<file path="src/rtl/irq_ctrl.sv">
// Interrupt controller: latches device IRQ lines into pending bits, masks them and
// holds one prioritised request to CP0 until software acknowledges it with an EOI write.
module irq_ctrl #(
  parameter logic [31:0] BASE  = 32'h0000_7F40,
  parameter int          N_SRC = 6
) (
  input  logic             clk,
  input  logic             reset,
  input  logic [31:0]      Addr,
  input  logic             we,
  input  logic [31:0]      wd,
  output logic [31:0]      RD,
  input  logic [N_SRC-1:0] src_irq,
  output logic             irq_out,
  output logic [2:0]       irq_id
);

  typedef enum logic {IDLE = 1'b0, ACTIVE = 1'b1} state_t;

  logic [N_SRC-1:0] pend_q, pend_d, mask_q, mask_d, prev_q, prev_d;
  logic [N_SRC-1:0] set_s, clr_s, elig_s;
  logic             gen_q, gen_d, edge_q, edge_d;
  state_t           state_q, state_d;
  logic             irq_out_q, irq_out_d;
  logic [2:0]       irq_id_q, irq_id_d, sel_s;
  logic [31:0]      off_s;
  logic             in_win_s, wr_pend_s, wr_mask_s, wr_ctrl_s, wr_stat_s;
  logic             eoi_ok_s, withdraw_s;
  logic [7:0]       clr8_s, pend8_s, mask8_s;
  logic             unused_s;

  function automatic logic [7:0] ext8(input logic [N_SRC-1:0] v);
    logic [7:0] r;
    r = 8'h00;
    r[N_SRC-1:0] = v;
    return r;
  endfunction

  assign unused_s = ^wd;

  // Address decode relative to the register window
  always_comb begin
    off_s     = Addr - BASE;
    in_win_s  = (off_s[31:4] == 28'h0);
    wr_pend_s = we & in_win_s & (off_s[3:0] == 4'h0);
    wr_mask_s = we & in_win_s & (off_s[3:0] == 4'h4);
    wr_ctrl_s = we & in_win_s & (off_s[3:0] == 4'h8);
    wr_stat_s = we & in_win_s & (off_s[3:0] == 4'hC);
  end

  always_comb begin
    RD = 32'h0;
    if (in_win_s) begin
      case (off_s[3:0])
        4'h0:    RD = {24'h0, ext8(pend_q)};
        4'h4:    RD = {24'h0, ext8(mask_q)};
        4'h8:    RD = {30'h0, edge_q, gen_q};
        4'hC:    RD = {irq_out_q, 28'h0, irq_id_q};
        default: RD = 32'h0;
      endcase
    end else begin
      RD = 32'h0;
    end
  end

  // Pending/mask/control next state; a same-cycle set overrides any clear
  always_comb begin
    eoi_ok_s = wr_stat_s & (state_q == ACTIVE) & (wd[2:0] == irq_id_q);
    set_s    = edge_q ? (src_irq & ~prev_q) : src_irq;
    clr8_s   = 8'h00;
    if (wr_pend_s) begin
      clr8_s = ext8(wd[N_SRC-1:0]);
    end else begin
      clr8_s = 8'h00;
    end
    if (eoi_ok_s) begin
      clr8_s = clr8_s | (8'h01 << irq_id_q);
    end else begin
      clr8_s = clr8_s;
    end
    clr_s  = clr8_s[N_SRC-1:0];
    pend_d = (pend_q & ~clr_s) | set_s;
    prev_d = src_irq;
    mask_d = wr_mask_s ? wd[N_SRC-1:0] : mask_q;
    gen_d  = wr_ctrl_s ? wd[0] : gen_q;
    edge_d = wr_ctrl_s ? wd[1] : edge_q;
  end

  // Priority pick: lowest eligible index wins
  always_comb begin
    elig_s = pend_q & mask_q & {N_SRC{gen_q}};
    sel_s  = 3'd0;
    for (int i = N_SRC - 1; i >= 0; i--) begin
      if (elig_s[i]) begin
        sel_s = 3'(i);
      end else begin
        sel_s = sel_s;
      end
    end
  end

  // Withdraw looks at the values taking effect this edge so it drops with the write
  always_comb begin
    pend8_s    = ext8(pend_d);
    mask8_s    = ext8(mask_d);
    withdraw_s = ~pend8_s[irq_id_q] | ~mask8_s[irq_id_q] | ~gen_d;
    state_d    = state_q;
    irq_out_d  = irq_out_q;
    irq_id_d   = irq_id_q;
    case (state_q)
      IDLE: begin
        if (|elig_s) begin
          state_d   = ACTIVE;
          irq_out_d = 1'b1;
          irq_id_d  = sel_s;
        end else begin
          irq_out_d = 1'b0;
        end
      end
      ACTIVE: begin
        if (eoi_ok_s || withdraw_s) begin
          state_d   = IDLE;
          irq_out_d = 1'b0;
        end else begin
          irq_out_d = 1'b1;
        end
      end
      default: begin
        state_d   = IDLE;
        irq_out_d = 1'b0;
      end
    endcase
  end

  // All state, including the request FSM, with asynchronous reset
  always_ff @(posedge clk or posedge reset) begin
    if (reset) begin
      pend_q    <= '0;
      mask_q    <= '0;
      prev_q    <= '0;
      gen_q     <= 1'b0;
      edge_q    <= 1'b0;
      state_q   <= IDLE;
      irq_out_q <= 1'b0;
      irq_id_q  <= 3'd0;
    end else begin
      pend_q    <= pend_d;
      mask_q    <= mask_d;
      prev_q    <= prev_d;
      gen_q     <= gen_d;
      edge_q    <= edge_d;
      state_q   <= state_d;
      irq_out_q <= irq_out_d;
      irq_id_q  <= irq_id_d;
    end
  end

  assign irq_out = irq_out_q;
  assign irq_id  = irq_id_q;

endmodule

</file>
<file path="config.mk">
export PLATFORM = sky130hd
export DESIGN_NAME = irq_ctrl
export DESIGN_NICKNAME = d
export VERILOG_FILES = /design/src/rtl/irq_ctrl.sv
export SDC_FILE = /design/constraint.sdc
export NUM_CORES = 1
export LEC_CHECK = 0
export CAP_MARGIN = 20
export CELL_PAD_IN_SITES_DETAIL_PLACEMENT = 1
export CELL_PAD_IN_SITES_GLOBAL_PLACEMENT = 1
export CORE_MARGIN = 3
export CORE_UTILIZATION = 48
export DETAILED_ROUTE_END_ITERATION = 12
export DONT_BUFFER_PORTS = 1
export GPL_ROUTABILITY_DRIVEN = 0
export PLACE_DENSITY = 0.84
export SETUP_SLACK_MARGIN = 0.15
export SYNTH_ARGS = -nofsm -noshare
export SYNTH_HDL_FRONTEND = slang
export SYNTH_SLANG_ARGS = --single-unit
</file>
<file path="constraint.sdc">
create_clock -name clk -period 9.35 [get_ports clk]
set_input_delay 2.805 -clock clk [delete_from_list [all_inputs] [get_ports clk]]
set_output_delay 2.805 -clock clk [all_outputs]
set_load 0.1 [all_outputs]
</file>
# --- Word level (Yosys, flattened, before mapping) ---
# Cells that the tools add are included.
word_totals:
  reg_bits: 24
  elab_cells: 60
  out_inout_bits: 36
classes:
  n_reduce_logical: 5
  n_mux: 20
  eq_ne: 4
  shift: 1
  n_addsub: 1
  n_lt_le_gt_ge: 1
  bitwise: 21
ops:
  columns: ["op", "count"]
  rows:
  - ["one-hot mux 32 bit (4 select lines)", 1]
  - ["2-to-1 mux 32 bit", 1]
  - ["subtractor 32 x 15 -> 32 bit (second input constant)", 1]
  - ["logical NOT 28 bit", 1]
  - ["bitwise AND 6 bit", 4]
  - ["2-to-1 mux 6 bit", 4]
  - ["2-to-1 mux 3 bit", 6]
  - ["inverter 6 bit", 2]
  - ["bitwise OR 6 bit", 2]
  - ["== test 4 bit (second input constant)", 2]
  - ["bitwise AND 1 bit", 7]
  - ["binary-select mux 1 bit (select 3 bit)", 2]
  - ["OR reduction 6 bit", 1]
  - ["<< shifter 1 x 3 -> 6 bit (first input constant)", 1]
  - ["2-to-1 mux 1 bit", 5]
  - ["== test 4 x 3 -> 1 bit (second input constant)", 1]
  - ["logical NOT 4 bit", 1]
  - ["less-than comparator 3 x 4 -> 1 bit (second input constant)", 1]
  - ["inverter 1 bit", 4]
  - ["== test 3 bit", 1]
  - ["bitwise OR 1 bit", 2]
  - ["one-hot mux 1 bit (2 select lines)", 1]
  - ["AND reduction 2 bit", 1]
  - ["logical OR 1 bit", 1]

# --- Longest topological paths before layout ---
logic_depth:
  depth_word: 18
  ltp_mapped: 10
  depth_no_buf: 9

# --- Least setup slack after synthesis ---
# OpenSTA, ideal clock, no wires.
synth_timing:
  path_kind: "input port to output port"
  startpoint: "in Addr[18]"
  endpoint: "out RD[3]"
  cell_stages: 8
  setup_slack_ns: 0.515
  path_buffers: 1
  required_time_ns: 6.545
  arrival_ns: 6.030
  path_cell_list: "or4_1 nor3_1 or3b_1 mux2i_4 nor4b_2 buf_2 nand2_1 nor2_1"
synth_between:
  elab_chain_cells: 3
synth_rtl:
  columns: ["element", "line", "rtl"]
  rows:
  - ["from (decl)", "9", "input logic [31:0] Addr,"]
  - ["subtractor 32 x 15 -> 32 bit", "43", "off_s = Addr - BASE;"]
  - ["logical NOT 28 bit", "44", "in_win_s = (off_s[31:4] == 28'h0);"]
  - ["2-to-1 mux 32 bit", "53", "if (in_win_s) begin"]
  - ["to (decl)", "12", "output logic [31:0] RD,"]
# No other way between the ends.

# --- Worst setup path after layout ---
layout_timing:
  startpoint: "in Addr[18]"
  endpoint: "out RD[4]"
# Same word-level chain as after synthesis.

==> metrics.cfg <==
[timing]
period_needed_ns = 8.16
hold_viol = 0
slew_violations = 0
fin_crit_sh = 0.873
skew_ns = 0.00473
fmaxAchievable_mhz = 123
rsz0062_at_grt = no
setup_viol = 0
worstMarginPinSlew_ns = 1.08
fin_setup_tns_ns = 0
relSlewSlack = 0.277

[worst_setup_path]
cp_slowest_cell = or4_1
startpoint_type = primary input
critPathBufInv = 2
path_delay_family = simple AND/OR/NAND/NOR gates
cp_num_cells = 9
regToRegStartpoint = irq_out$_DFF_PP0_
cp.arrival_ns = 5.36
cpMostUsedCell = buf_4
max_stage_delay_ns = 0.57
path_class = in2out
crit_path_end = RD[4]
r2r_slack_ns = 5.76
worst_setup_path_end_kind = output port
rr_endpoint = irq_out$_DFF_PP0_
rr_worst_depth = 8
cp_max_fo = 12
cp.required_ns = 6.55
path_cells = or4_1 -> nor3_1 -> or3b_1 -> mux2i_4 -> nor4b_2 -> buf_4 -> nand2_1 -> nor2_2 -> buf_4
startpoint = Addr[18]

[clock_tree]
cts_resized = 0
post_cts_buffers = 0
cts_tree = yes
numCtsBuffers = 3
cts.sinks = 24
ctsHoldBuffers = 0
cts-root-buf = clkbuf_8
htreeDepth = 1
clock_latency_ns = 0.28
clockBufferDepth = 2
clk_pin_slew_ns = 0.08

[final_layout]
stdcell_area_sq_um = 2070
drive_gt1_frac = 0.185
nets = 296
area_growth_pct = 5.23
nFillCells = 452
antenna_cells = 0

[place]
dp_hpwl_um = 4540
place_area_sq_um = 1990
io_buffers = 0

[synth]
synth_top_area_share = 0.306
synth_area_sq_um = 1960
ys_ff_latch = 24
synth-edff-count = 0
async_reset_ff_frac = 1.00
synth_cell_types = 55
synthTopCellsByCount = buf_4 (25), dfrtp_1 (24), nand2_1 (20)
synth_area_leader_cell = dfrtp_1
syn_inst = 213
synth.yosys.warnings = 0
synth_area_leaders = dfrtp_1 (31%), buf_4 (9.6%), mux2_2 (4.0%)
syn_avg_cell_area_sq_um = 9.22
yosysMostFrequentCell = buf_4
ys.flop_type = dfrtp_1
synth_seq_area_share = 0.306

[pwr]
p_leak_nw = 0.860
peakVddDrop_mv = 0.0942
total_power_uw = 258
power_density_nw_per_um2 = 125

[floorplan]
fp.coreArea_sq_um = 3800
die_w_um = 70.0
dieArea_sq_um = 4890
die_h_um = 70.0
ios = 109
start_util = 0.517
core.rowCount = 22

[detailed_routing]
vias_per_cell = 6.49
firstDrtPassIters = 4
vias = 1752
drt-initial-drc-count = 107
drc_errors = 0
ant_nets = 0
wirelength_um = 5730
wire_per_inst_um = 21.2

[global_route]
grt_pass1_wl_um = 9170
grtUsageTotal = 0.234
antenna_found_initial = 0
first_global_vias = 1858
grt_max_degree = 25
overflow = 0

[job]
maxCapViolations = 0

[hold_path]
hold_depth = 1
holdCritPathClass = reg2reg

[run_status]
outcome = finished, final reports clean

metal layers:
metal / global-route usage / up-vias / part of all wire / wire length [um]
met5: 0 / - / 0 / 0
met4: 0.0553 / 0 / 0.014 / 82
met3: 0.0547 / 12 / 0.074 / 425
met2: 0.410 / 82 / 0.50 / 2850
met1: 0.288 / 879 / 0.41 / 2380
li1: - / 779 / - / -
cell usage in the layout, fill, tap and decap left out, types with 6 or more instances in the layout:
cell type  count
conb_1        25
dfrtp_1       24
nand2_1       20
nor2_1        12
buf_4         10
nand3_1        8
mux2_2         7
inv_1          7
nor4_1         6
o21ai_0        6
through the flow:
step	hold WS [ns]	std cells	util	setup slack (ns)
6_report	0.570	270	0.544	1.19
5_1_grt	0.585	270	0.544	1.04
4_1_cts	0.573	269	0.542	1.20
3_5_place_dp	0.552	265	0.524	1.21
3_3_place_gp	0.529	265	0.524	1.30
2_1_floorplan	0.498	237	-	0.515
registers in the layout, summed over array words and instances, names as in the netlist:
signal / count
gen_q: 1
edge_q: 1
prev_q: 6
pend_q: 6
irq_id: 3
irq_out: 1
mask_q: 6
power breakdown:
group,switching [mW],internal [mW],total (mW)
combinational,0.0525,0.00685,0.0593
clock,0.0358,0.0574,0.0931
sequential,0.000337,0.105,0.105
logic make-up after synthesis:
logic type      synth area share
buf+inv                    0.120
simple gates               0.244
flops                      0.306
mux                        0.127
compound gates             0.187
xor+xnor                  0.0134
other cells              0.00191
cell type report:
type	instances	area, sq um	area share
clock buffer	3	41.3	0.0200
clock inverter	1	30.0	0.0145
inverter	7	26.3	0.0127
multi-input combinational	176	1230	0.594
sequential	24	601	0.291
tap	48	60.1	0.0291
timing repair buffer	11	80.1	0.0388
worst min path at each step:
stage                        start             endpoint  slack, ns
6_report       mask_q[2]$_DFF_PP0_  mask_q[2]$_DFF_PP0_       0.57
5_1_grt        mask_q[2]$_DFF_PP0_  mask_q[2]$_DFF_PP0_       0.58
4_1_cts        mask_q[2]$_DFF_PP0_  mask_q[2]$_DFF_PP0_       0.57
3_5_place_dp   mask_q[2]$_DFF_PP0_  mask_q[2]$_DFF_PP0_       0.55
3_3_place_gp   mask_q[2]$_DFF_PP0_  mask_q[2]$_DFF_PP0_       0.53
2_1_floorplan  pend_q[2]$_DFF_PP0_  pend_q[2]$_DFF_PP0_       0.50
Note: power is estimated with default switching activity, not from simulation.
